$ cat src/rtl/rf_wr_arbiter.sv
// Write-port arbiter for the 32x64 register file: WB has priority, and NIC writes queue in a FIFO.
// Optional statistics counters are enabled with `define RF_ARB_STATS_EN.
module rf_wr_arbiter #(
    parameter int DEPTH        = 4,
    parameter int STARVE_LIMIT = 8,
    parameter int DATA_W       = 64
) (
    input  logic              clk,
    input  logic              reset,
    input  logic              wb_wr_en,
    input  logic [4:0]        wb_rd,
    input  logic [2:0]        wb_ppp,
    input  logic [DATA_W-1:0] wb_data,
    output logic              wb_stall,
    input  logic              nic_valid,
    output logic              nic_ready,
    input  logic [4:0]        nic_rd,
    input  logic [2:0]        nic_ppp,
    input  logic [DATA_W-1:0] nic_data,
    output logic              rf_wrEn,
    output logic [4:0]        rf_rD,
    output logic [2:0]        rf_ppp,
    output logic [DATA_W-1:0] rf_d_in,
    output logic [31:0]       pending_mask,
    output logic              proto_err
`ifdef RF_ARB_STATS_EN
    ,
    output logic [31:0]       stat_wb_grants,
    output logic [31:0]       stat_nic_grants,
    output logic [31:0]       stat_starve_events
`endif
);

    localparam int PTR_W = (DEPTH > 1) ? $clog2(DEPTH) : 1;
    localparam int CNT_W = PTR_W + 1;
    localparam int STV_W = $clog2(STARVE_LIMIT + 1);
    localparam logic [CNT_W-1:0] FULL_CNT = CNT_W'(DEPTH);
    localparam logic [STV_W-1:0] STV_MAX  = STV_W'(STARVE_LIMIT);

    typedef struct packed {
        logic [4:0]        rd;
        logic [2:0]        ppp;
        logic [DATA_W-1:0] data;
    } nic_entry_t;

    nic_entry_t       mem_q [DEPTH];
    logic [PTR_W-1:0] wr_ptr_q, wr_ptr_d;
    logic [PTR_W-1:0] rd_ptr_q, rd_ptr_d;
    logic [CNT_W-1:0] count_q, count_d;
    logic [STV_W-1:0] starve_q, starve_d;
    logic             stall_q, stall_d;
    logic             perr_q, perr_d;

    logic       fifo_empty;
    logic       fifo_full;
    logic       wb_grant;
    logic       pop;
    logic       push;
    logic       starve_inc;
    nic_entry_t head;

    // Grants are gated by reset so the RF port stays quiet while reset is held,
    // even if the pipeline keeps driving wb_wr_en.
    always_comb begin
        fifo_empty = (count_q == '0);
        fifo_full  = (count_q == FULL_CNT);
        head       = mem_q[rd_ptr_q];
        wb_grant   = wb_wr_en && reset;
        pop        = reset && !wb_wr_en && !fifo_empty;
        push       = reset && nic_valid && !fifo_full;
        starve_inc = wb_grant && !fifo_empty;
    end

    // NOTE: every output of a combinational block gets a default first so no latch is inferred.
    always_comb begin
        rf_wrEn = 1'b0;
        rf_rD   = '0;
        rf_ppp  = '0;
        rf_d_in = '0;
        if (wb_grant) begin
            rf_wrEn = 1'b1;
            rf_rD   = wb_rd;
            rf_ppp  = wb_ppp;
            rf_d_in = wb_data;
        end else if (pop) begin
            rf_wrEn = 1'b1;
            rf_rD   = head.rd;
            rf_ppp  = head.ppp;
            rf_d_in = head.data;
        end
    end

    assign nic_ready = reset && !fifo_full;
    assign wb_stall  = stall_q;
    assign proto_err = perr_q;

    // Valid entries are the count_q slots starting at the head; the popping head is still included.
    always_comb begin
        pending_mask = '0;
        for (int i = 0; i < DEPTH; i++) begin
            if (CNT_W'(i) < count_q) begin
                pending_mask[mem_q[rd_ptr_q + PTR_W'(i)].rd] = 1'b1;
            end
        end
    end

    always_comb begin
        wr_ptr_d = wr_ptr_q + PTR_W'(push);
        rd_ptr_d = rd_ptr_q + PTR_W'(pop);
        count_d  = count_q + CNT_W'(push) - CNT_W'(pop);
    end

    // Starvation: count cycles the head is blocked by WB; stall WB once the limit is reached.
    always_comb begin
        starve_d = starve_q;
        stall_d  = stall_q;
        perr_d   = perr_q | (wb_wr_en & stall_q);
        if (pop || fifo_empty) begin
            starve_d = '0;
        end else if (starve_inc && (starve_q != STV_MAX)) begin
            starve_d = starve_q + 1'b1;
        end
        if (pop) begin
            stall_d = 1'b0;
        end else if (starve_inc && (starve_d == STV_MAX)) begin
            stall_d = 1'b1;
        end
    end

    always_ff @(posedge clk or negedge reset) begin
        if (!reset) begin
            wr_ptr_q <= '0;
            rd_ptr_q <= '0;
            count_q  <= '0;
            starve_q <= '0;
            stall_q  <= 1'b0;
            perr_q   <= 1'b0;
        end else begin
            wr_ptr_q <= wr_ptr_d;
            rd_ptr_q <= rd_ptr_d;
            count_q  <= count_d;
            starve_q <= starve_d;
            stall_q  <= stall_d;
            perr_q   <= perr_d;
        end
    end

    // NOTE: the entry storage is not reset; validity comes only from count_q and the pointers.
    always_ff @(posedge clk) begin
        if (push) begin
            mem_q[wr_ptr_q] <= '{rd: nic_rd, ppp: nic_ppp, data: nic_data};
        end
    end

`ifdef RF_ARB_STATS_EN
    logic [31:0] wb_cnt_q, nic_cnt_q, stv_cnt_q;

    always_ff @(posedge clk or negedge reset) begin
        if (!reset) begin
            wb_cnt_q  <= '0;
            nic_cnt_q <= '0;
            stv_cnt_q <= '0;
        end else begin
            if (wb_grant && (wb_cnt_q != '1)) begin
                wb_cnt_q <= wb_cnt_q + 1'b1;
            end
            if (pop && (nic_cnt_q != '1)) begin
                nic_cnt_q <= nic_cnt_q + 1'b1;
            end
            if (stall_d && !stall_q && (stv_cnt_q != '1)) begin
                stv_cnt_q <= stv_cnt_q + 1'b1;
            end
        end
    end

    assign stat_wb_grants     = wb_cnt_q;
    assign stat_nic_grants    = nic_cnt_q;
    assign stat_starve_events = stv_cnt_q;
`endif

endmodule

$ cat config.mk
export PLATFORM = sky130hd
export DESIGN_NAME = rf_wr_arbiter
export DESIGN_NICKNAME = d
export VERILOG_FILES = /design/src/rtl/rf_wr_arbiter.sv
export SDC_FILE = /design/constraint.sdc
export NUM_CORES = 1
export LEC_CHECK = 0
export ABC_AREA = 1
export CORE_MARGIN = 2
export CORE_UTILIZATION = 50
export CTS_CLUSTER_SIZE = 30
export DETAILED_ROUTE_END_ITERATION = 10
export PLACE_DENSITY = 0.84
export SLEW_MARGIN = 10
export SYNTH_ARGS = -nofsm -noshare
export SYNTH_HDL_FRONTEND = slang
export SYNTH_SLANG_ARGS = --single-unit
$ cat constraint.sdc
create_clock -name clk -period 13.4 [get_ports clk]
set_clock_uncertainty 0.1 [all_clocks]
set_input_delay 1.34 -clock clk [delete_from_list [all_inputs] [get_ports clk]]
set_output_delay 1.34 -clock clk [all_outputs]
set_load 0.02 [all_outputs]
# == Word-level counts from Yosys, hierarchy flattened ==
# Memory sizes are Yosys's and may differ from the RTL's.
# Cells that the tools add are included.
# totals
register_bits,13
ramBits,288
in_bits,148
output_inout_bits,108
word_cells,80
memories,1
# op_classes
n_addsub,8
order_cmp,12
eq_ne,3
muxes,26
n_bitwise,5
n_reduce_logical,19
# memory_table
name,depth,width,read_ports,rd_clocked_by_memory_dff,wr,line_no,source
mem_q,4,72,4,0,1,46,nic_entry_t mem_q [DEPTH];
# op_table
op,n
32-bit 2-to-1 mux,4
64-bit 2-to-1 mux,2
32-bit OR,3
"5-bit by 6-bit less-than comparator with 1-bit output, second input constant",4
1-bit demux with 5-bit select,4
"5-bit by 1-bit >= comparator with 1-bit output, second input constant",4
1-bit logical AND,13
1-bit 2-to-1 mux,10
5-bit 2-to-1 mux,2
4-bit 2-to-1 mux,2
"1-bit by 3-bit less-than comparator with 1-bit output, first input constant",2
"2-bit by 3-bit less-than comparator with 1-bit output, first input constant",2
3-bit 2-to-1 mux,2
2-bit by 1-bit adder with 2-bit output,2
"2-bit adder, second input constant",2
"4-bit by 1-bit adder with 4-bit output, second input constant",1
"4-bit equality test, second input constant",1
"4-bit != test, second input constant",1
3-bit by 1-bit adder with 3-bit output,1
"3-bit equality test, second input constant",1
1-bit logical NOT,3
3-bit logical NOT,1
3-bit by 1-bit subtractor with 3-bit output,1
"2-bit by 1-bit adder with 2-bit output, second input constant",1
other kinds (4),4

# == Longest topological paths before layout ==
# Gate-level depths: netlist of run 1.
# An unclocked memory read counts as a cell.
# logic_depth
depth_word,12
ltp_mapped,12
depth_no_buf,11

# == Worst setup path before layout of run 1 ==
# No wires, ideal clock.
# synth_timing
path_type,in2reg
startpoint,input port reset
endpoint,"memory mem_q[0][0] (netlist name), enable pin"
arrival_ps,6907
required_ps,12709
setup_slack_ps,5802
stages,4
n_path_buf,0
path_cell_list,inv_1 > a21oi_1 > nand2_1 > nor3_1
# synth_between
elab_chain_len,4
# synth_rtl
item,line_no,source
"start, declared",9,"input logic reset,"
1-bit logical AND (2 in series),70,push = reset && nic_valid && !fifo_full;
1-bit 2-to-1 mux,150,if (push) begin
1-bit 2-to-1 mux (implied by the code),151,"mem_q[wr_ptr_q] <= '{rd: nic_rd, ppp: nic_ppp, data: nic_data};"
"end, declared",46,
# No other way between the ends.

# == Worst setup path after layout of run 1 ==
# layout_timing
startpoint,input port reset
endpoint,output port rf_d_in[60]
# layout_between
elab_chain_len,4
# layout_rtl
item,line_no,source
1-bit logical AND (2 in series),69,pop = reset && !wb_wr_en && !fifo_empty;
64-bit 2-to-1 mux,85,end else if (pop) begin
64-bit 2-to-1 mux *,80,if (wb_grant) begin
"end, declared",23,"output logic [DATA_W-1:0] rf_d_in,"
# Mark *: on every way between the ends. The rest lies on a longest branch, timed or not.

==> out/qor.csv, run 1 <==
stage;metric;value;unit
power_and_ir_drop;netSwitchingPower;1.43;mW
clock_network;cts_tree;done;
global_route;grt_max_degree;73;
worst_setup_path;r2r_slack;10520;ps
power_and_ir_drop;power_frac_seq;34.0;%
power_and_ir_drop;internal_power;2.08;mW
global_route;grt_overflow;0;
routing;wl;35000;um
yosys;netlist.area_leader.share;62.7;%
outcome;status;completed;
routing;wl_per_cell;18.2;um
routing;viasPerCell;5.45;
yosys;syn_area_per_cell;10.5;sq um
min_path;min_path_type;reg2reg;
yosys;synth_top_cell_by_area;edfxtp_1;
clock_network;h-tree-depth;1;
power_and_ir_drop;vdd_ir_drop_max;129;uV
yosys;ys_ff_latch;301;
timing;drv_slew;0;
timing;final.period_utilization;42.4;%
finish;n_fill_cell;2033;
routing;ant_nets;0;
clock_network;cts-root-buf;clkbuf_16;
worst_setup_path;worstSetupEndpointType;output pin;
worst_setup_path;r2r-end;mem_q[2][2]$_DFFE_PP_;
worst_setup_path;ff2ff_path_depth;4;
flow_run;max_cap_violations;0;
yosys;synth_fp_nets;1471;
floorplan;core_area;27000;sq um
global_route;grt_pass1_vias;10300;
placed_design;dpl.hpwl;22300;um
clock_network;insertion_delay;550;ps
power_and_ir_drop;clkPwrFrac;21.9;%
yosys;yosysWarnings;0;
min_path;worstHoldEndpoint;proto_err$_DFF_PN0_;
finish;nets;1715;
clock_network;clk_pin_slew;60;ps
power_and_ir_drop;switching_share;40.7;%
timing;finalSetupViolations;0;
timing;fmax;176;MHz
yosys;synth_area_leaders;edfxtp_1 (63%), nand2_1 (12%), nor2_1 (5.4%);
clock_network;clockBufferDepth;3;
power_and_ir_drop;powerDensity;201;nW/um^2
floorplan;fp.dieArea;28900;sq um
finish;final_common_cell;nand2_1;
timing;max_slew_margin;26.5;%
clock_network;cts_made_buffers;30;
floorplan;floorplan.initialDensity;51.0;%
min_path;holdPathStages;1;
finish;area_delta_synth_final;26.8;%
yosys;syn_area;13800;sq um
finish;final_cell_mix;nand2_1 (445), edfxtp_1 (288), clkdlybuf4s50_1 (255);
worst_setup_path;critPathMaxFanout;69;
power_and_ir_drop;power;3.50;mW
yosys;postSynthCellCount;1314;
yosys;ys_seq_area_share;65.1;%
timing;layout_min_cycle_time;5680;ps
routing;drt-pass1-iter-count;5;
routing;dr_total_vias;10500;
placed_design;gp_congestion;0.890;
global_route;antenna_found_initial;2;
worst_setup_path;crit_path_start_kind;input port;
floorplan;die_w;170;um
power_and_ir_drop;p_leak;6.37;nW
power_and_ir_drop;comb_power_share;44.1;%
yosys;ys_types;32;
clock_network;ctsResizeCount;0;
routing;drt_iter0_drc;948;
worst_setup_path;worstPathArrival;4240;ps
timing;finalHoldViolCount;0;
global_route;grt_pass1_wl;53900;um
worst_setup_path;critPathKind;in2out;
timing;max_slew.worst_pin.slew;1100;ps
floorplan;ios;256;
min_path;min_from;proto_err$_DFF_PN0_;
global_route;grt_usage;23.9;%
finish;final_cell_area;17500;sq um
routing;drc_errors;0;
clock_network;post_cts_buffers;0;
worst_setup_path;cp.required;11960;ps
placed_design;port_buffers;255;
floorplan;die_height;170;um
clock_network;clock-sinks;301;
timing;rsz0062_at_grt;false;
floorplan;rows;60;
worst_setup_path;rr_startpoint;count_q[2]$_DFF_PN0_;
timing;tns;0;ps
placed_design;placed_area;16600;sq um
clock_network;postCtsHoldBufs;0;
finish;drive_above_1_share;6.39;%
## registers in the layout (all words and copies together) (netlist names)
| name | count |
|---|---|
| mem_q | 288 |
| count_q | 3 |
| rd_ptr_q | 2 |
| starve_q | 4 |
| wb_stall | 1 |
| proto_err | 1 |
| wr_ptr_q | 2 |
## power by group through the flow
stage / sequential (mW) / combinational (mW) / clock (mW)
after floorplan: 1.22 / 0.998 / 0
after global placement: 1.21 / 1.51 / 0
after detailed placement: 1.21 / 1.54 / 0
after CTS: 1.19 / 1.54 / 0.778
after global routing: 1.20 / 1.69 / 0.814
final: 1.19 / 1.55 / 0.767
## synth_stat cells
| cell | number |
|---|---|
| o21ai_0 | 16 |
| a22o_1 | 67 |
| buf_6 | 9 |
| nand2_2 | 16 |
| buf_1 | 1 |
| nor2_1 | 197 |
| inv_1 | 45 |
| inv_2 | 4 |
| or2_1 | 1 |
| dfrtp_1 | 13 |
| or2_0 | 1 |
| o21ai_2 | 8 |
| clkbuf_1 | 20 |
| ha_1 | 8 |
| o21ai_1 | 14 |
| fa_1 | 1 |
| buf_4 | 3 |
| edfxtp_1 | 288 |
| xor2_1 | 3 |
| nand4_1 | 70 |
| nor3_1 | 4 |
| a21oi_1 | 3 |
| a21o_1 | 1 |
| inv_4 | 1 |
| xnor2_1 | 1 |
| buf_2 | 22 |
| nand3_4 | 4 |
| o211ai_1 | 1 |
| nand2_1 | 445 |
| nand3_1 | 40 |
| nand3_2 | 6 |
| nor2_2 | 1 |
## worst max-delay path by stage
| stage | startpoint | endpoint | slack [ps] | cells after the start |
|---|---|---|---|---|
| detailed placement | reset | rf_d_in[36] | 7690 | 8 |
| finish | reset | rf_d_in[60] | 7720 | 8 |
| global placement | reset | rf_d_in[15] | 7790 | 8 |
| CTS | reset | rf_d_in[24] | 7660 | 8 |
| floorplan | reset | mem_q[0][0]$_DFFE_PP_ | 5800 | 4 |
| global route | reset | rf_d_in[60] | 7430 | 8 |
## kinds of logic after synthesis
| kind of cell | Yosys count | synth area share, % |
|---|---|---|
| adder cells (fa/ha/maj) | 9 | 0.871 |
| XOR/XNOR | 4 | 0.254 |
| flip-flops | 301 | 65.1 |
| AO/OA/AOI/OAI | 110 | 6.07 |
| AND/OR/NAND/NOR | 785 | 24.1 |
| buffers and inverters | 105 | 3.65 |
## area by class of cell
cell class | count | area, sq um | area share (%)
timing repair buffer | 267 | 2640 | 15.1
clock buffer | 39 | 785 | 4.49
inverter | 50 | 190 | 1.09
antenna | 2 | 5.00 | 0.0286
tap | 341 | 427 | 2.44
multi-input combinational | 908 | 4330 | 24.8
sequential | 301 | 8970 | 51.3
clock inverter | 16 | 126 | 0.723
## critical path: stages
cell and delay, ps:
clkdlybuf4s50_1 860, inv_1 120, nor2_1 170, nand2_2 130, inv_2 60, buf_4 550
a22o_1 250, clkdlybuf4s50_1 620
## routing by layer
metal,wire length [um],GRT usage (%),vias up
met4,708,7.13,0
met3,2690,4.65,59
met2,17400,41.3,441
li1,-,-,5053
met1,14100,30.7,4933
met5,0,0,-
## stage by stage
step	instances	setup WS (ps)	utilization, %	hold slack (ps)
final	1924	7720	64.7	356
after global routing	1923	7430	64.7	385
after CTS	1922	7660	64.7	359
after detailed placement	1867	7690	61.3	345
after global placement	1867	7790	61.3	343
after floorplan	1314	5800	-	383
No activity file was read; power rests on OpenSTA's default activity.
==> run 2: changes to the inputs <==
- clock period: 13.4 -> 5.55 ns (I/O delays scaled with it)
==> run 2 against run 1 <==
Effect of this change:
- die area is the same
- critical path type is now reg2out
- power grew 140%
- combinational power is 140% higher
- critical endpoint is now rf_d_in[9]
- largest power group unchanged
- first-iteration DRC count shrank 5.9%
- via count is 0.91% higher
==> out/qor.csv, run 2 (same netlist as run 1, synthesis figures left out) <==
stage;metric;value;unit
floorplan;die_w;170;um
worst_setup_path;cp.required;4890;ps
worst_setup_path;worstPathArrival;3810;ps
routing;drt-pass1-iter-count;5;
timing;whs;287;ps
floorplan;core_area;27000;sq um
power_and_ir_drop;vdd_ir_drop_max;382;uV
clock_network;postCtsHoldBufs;0;
timing;max_slew_margin;24.5;%
timing;finalHoldViolCount;0;
routing;drt-met1-wl;13900;um
routing;wl_met2;17300;um
power_and_ir_drop;clkPwrFrac;21.9;%
routing;wl;35100;um
worst_setup_path;cp_slowest_cell;dfrtp_1;
routing;ant_nets;0;
routing;wl_met3;2820;um
timing;finalSetupViolations;0;
timing;fmax;224;MHz
routing;drc_errors;0;
clock_network;cts_made_buffers;29;
power_and_ir_drop;netSwitchingPower;3.43;mW
finish;final_cell_mix;nand2_1 (445), edfxtp_1 (288), clkdlybuf4s50_1 (255);
routing;highest-signal-layer;met4;
global_route;grt_usage;23.8;%
global_route;grt_max_degree;73;
floorplan;rows;60;
routing;drt_iter0_drc;892;
worst_setup_path;worstSetupEndpointType;output pin;
clock_network;cts_tree;done;
finish;top_regs;mem_q x288, starve_q x4, count_q x3;
power_and_ir_drop;comb_power_share;43.5;%
floorplan;fp.dieArea;28900;sq um
finish;final_common_cell;nand2_1;
routing;wl_per_cell;18.2;um
global_route;grt_pass1_vias;10200;
worst_setup_path;crit_path_start_kind;register;
flow_run;max_cap_violations;0;
placed_design;dpl.hpwl;22600;um
clock_network;clockBufferDepth;3;
placed_design;port_buffers;255;
timing;rsz0062_at_grt;false;
outcome;status;completed;
global_route;grt_overflow;0;
clock_network;post_cts_buffers;0;
finish;n_fill_cell;2054;
floorplan;floorplan.initialDensity;51.0;%
min_path;min_path_type;in2async;
worst_setup_path;critPathKind;reg2out;
clock_network;clock-sinks;301;
finish;regMostFlops;mem_q;
power_and_ir_drop;powerDensity;483;nW/um^2
power_and_ir_drop;power_frac_seq;34.6;%
routing;dr_total_vias;10600;
timing;layout_min_cycle_time;4460;ps
worst_setup_path;critPathMaxFanout;30;
timing;drv_slew;0;
clock_network;insertion_delay;540;ps
clock_network;h-tree-depth;1;
worst_setup_path;cp_common_cell;nand2_1;
worst_setup_path;slowest_delay;730;ps
routing;viasPerCell;5.49;
global_route;antenna_found_initial;5;
clock_network;ctsResizeCount;0;
timing;final.period_utilization;80.4;%
placed_design;gp_congestion;0.896;
global_route;grt_pass1_wl;53700;um
power_and_ir_drop;internal_power;5.03;mW
finish;area_delta_synth_final;27.0;%
worst_setup_path;crit_chain;inv_4 > nand2_1 > inv_2 > buf_4 > nand2_1 > nand4_1 > a22o_1 > clkdlybuf4s50_1;
floorplan;ios;256;
timing;tns;0;ps
finish;nets;1717;
power_and_ir_drop;p_leak;6.40;nW
power_and_ir_drop;switching_share;40.5;%
finish;largest_reg_flops;288;
finish;drive_above_1_share;6.57;%
placed_design;place_worst_setup_slack;1130;ps
floorplan;die_height;170;um
clock_network;cts-root-buf;clkbuf_16;
timing;timing.final.ws_setup;1090;ps
clock_network;clk_pin_slew;70;ps
timing;max_slew.worst_pin.slew;1130;ps
## run 2: per-layer routing
layer | global-route usage (%) | up-vias
met5 | 0 | -
met4 | 8.81 | 0
met3 | 5.14 | 59
met2 | 40.8 | 456
met1 | 29.9 | 5019
li1 | - | 5047
## run 2: worst paths after layout
path | start | endpoint | slack, ps | cells past startpoint
min in group clk | proto_err$_DFF_PN0_ | proto_err$_DFF_PN0_ | 360 | 1
worst max register to register | count_q[2]$_DFF_PN0_ | count_q[2]$_DFF_PN0_ | 2720 | 9
worst min register to register | proto_err$_DFF_PN0_ | proto_err$_DFF_PN0_ | 360 | 1
worst min-delay path | reset | count_q[1]$_DFF_PN0_ | 290 | 1
worst max-delay path | rd_ptr_q[1]$_DFF_PN0_ | rf_d_in[9] | 1090 | 8
max in group asynchronous | reset | starve_q[0]$_DFF_PN0_ | 4670 | 1
## run 2: power groups by stage
stage | logic [mW] | clock network [mW] | registers [mW]
2_1_floorplan | 2.41 | 0 | 2.95
3_3_place_gp | 3.60 | 0 | 2.96
3_5_place_dp | 3.66 | 0 | 2.98
4_1_cts | 3.68 | 1.88 | 2.93
5_1_grt | 4.02 | 1.97 | 2.95
6_report | 3.68 | 1.85 | 2.93
## run 2: worst max-delay path: cells and delay by family, from the launching register on
family / cells / cell delay [ps]
AOI/OAI and AO/OA: 1 / 150
buffers and inverters: 4 / 1940
DFF: 1 / 730
and+or+nand+nor: 3 / 410
## run 2: cell type report
type,count,area [sq um],area share (%)
repair buffers,270,2690,15.4
inverters,50,190,1.09
clock buffers,33,741,4.23
flip-flops and latches,301,8970,51.3
multi-input cells,908,4330,24.7
clock inverters,20,151,0.865
diodes,3,7.51,0.0429
well taps,341,427,2.44
## run 2: metrics by stage
step	cells	utilization, %	total power, mW	cell area, sq um
finish	1926	64.8	8.46	17500
global route	1924	64.8	8.94	17500
CTS	1923	64.8	8.49	17500
detailed placement	1870	61.5	6.64	16600
global placement	1870	61.5	6.56	16600
floorplan	1314	-	5.36	13800
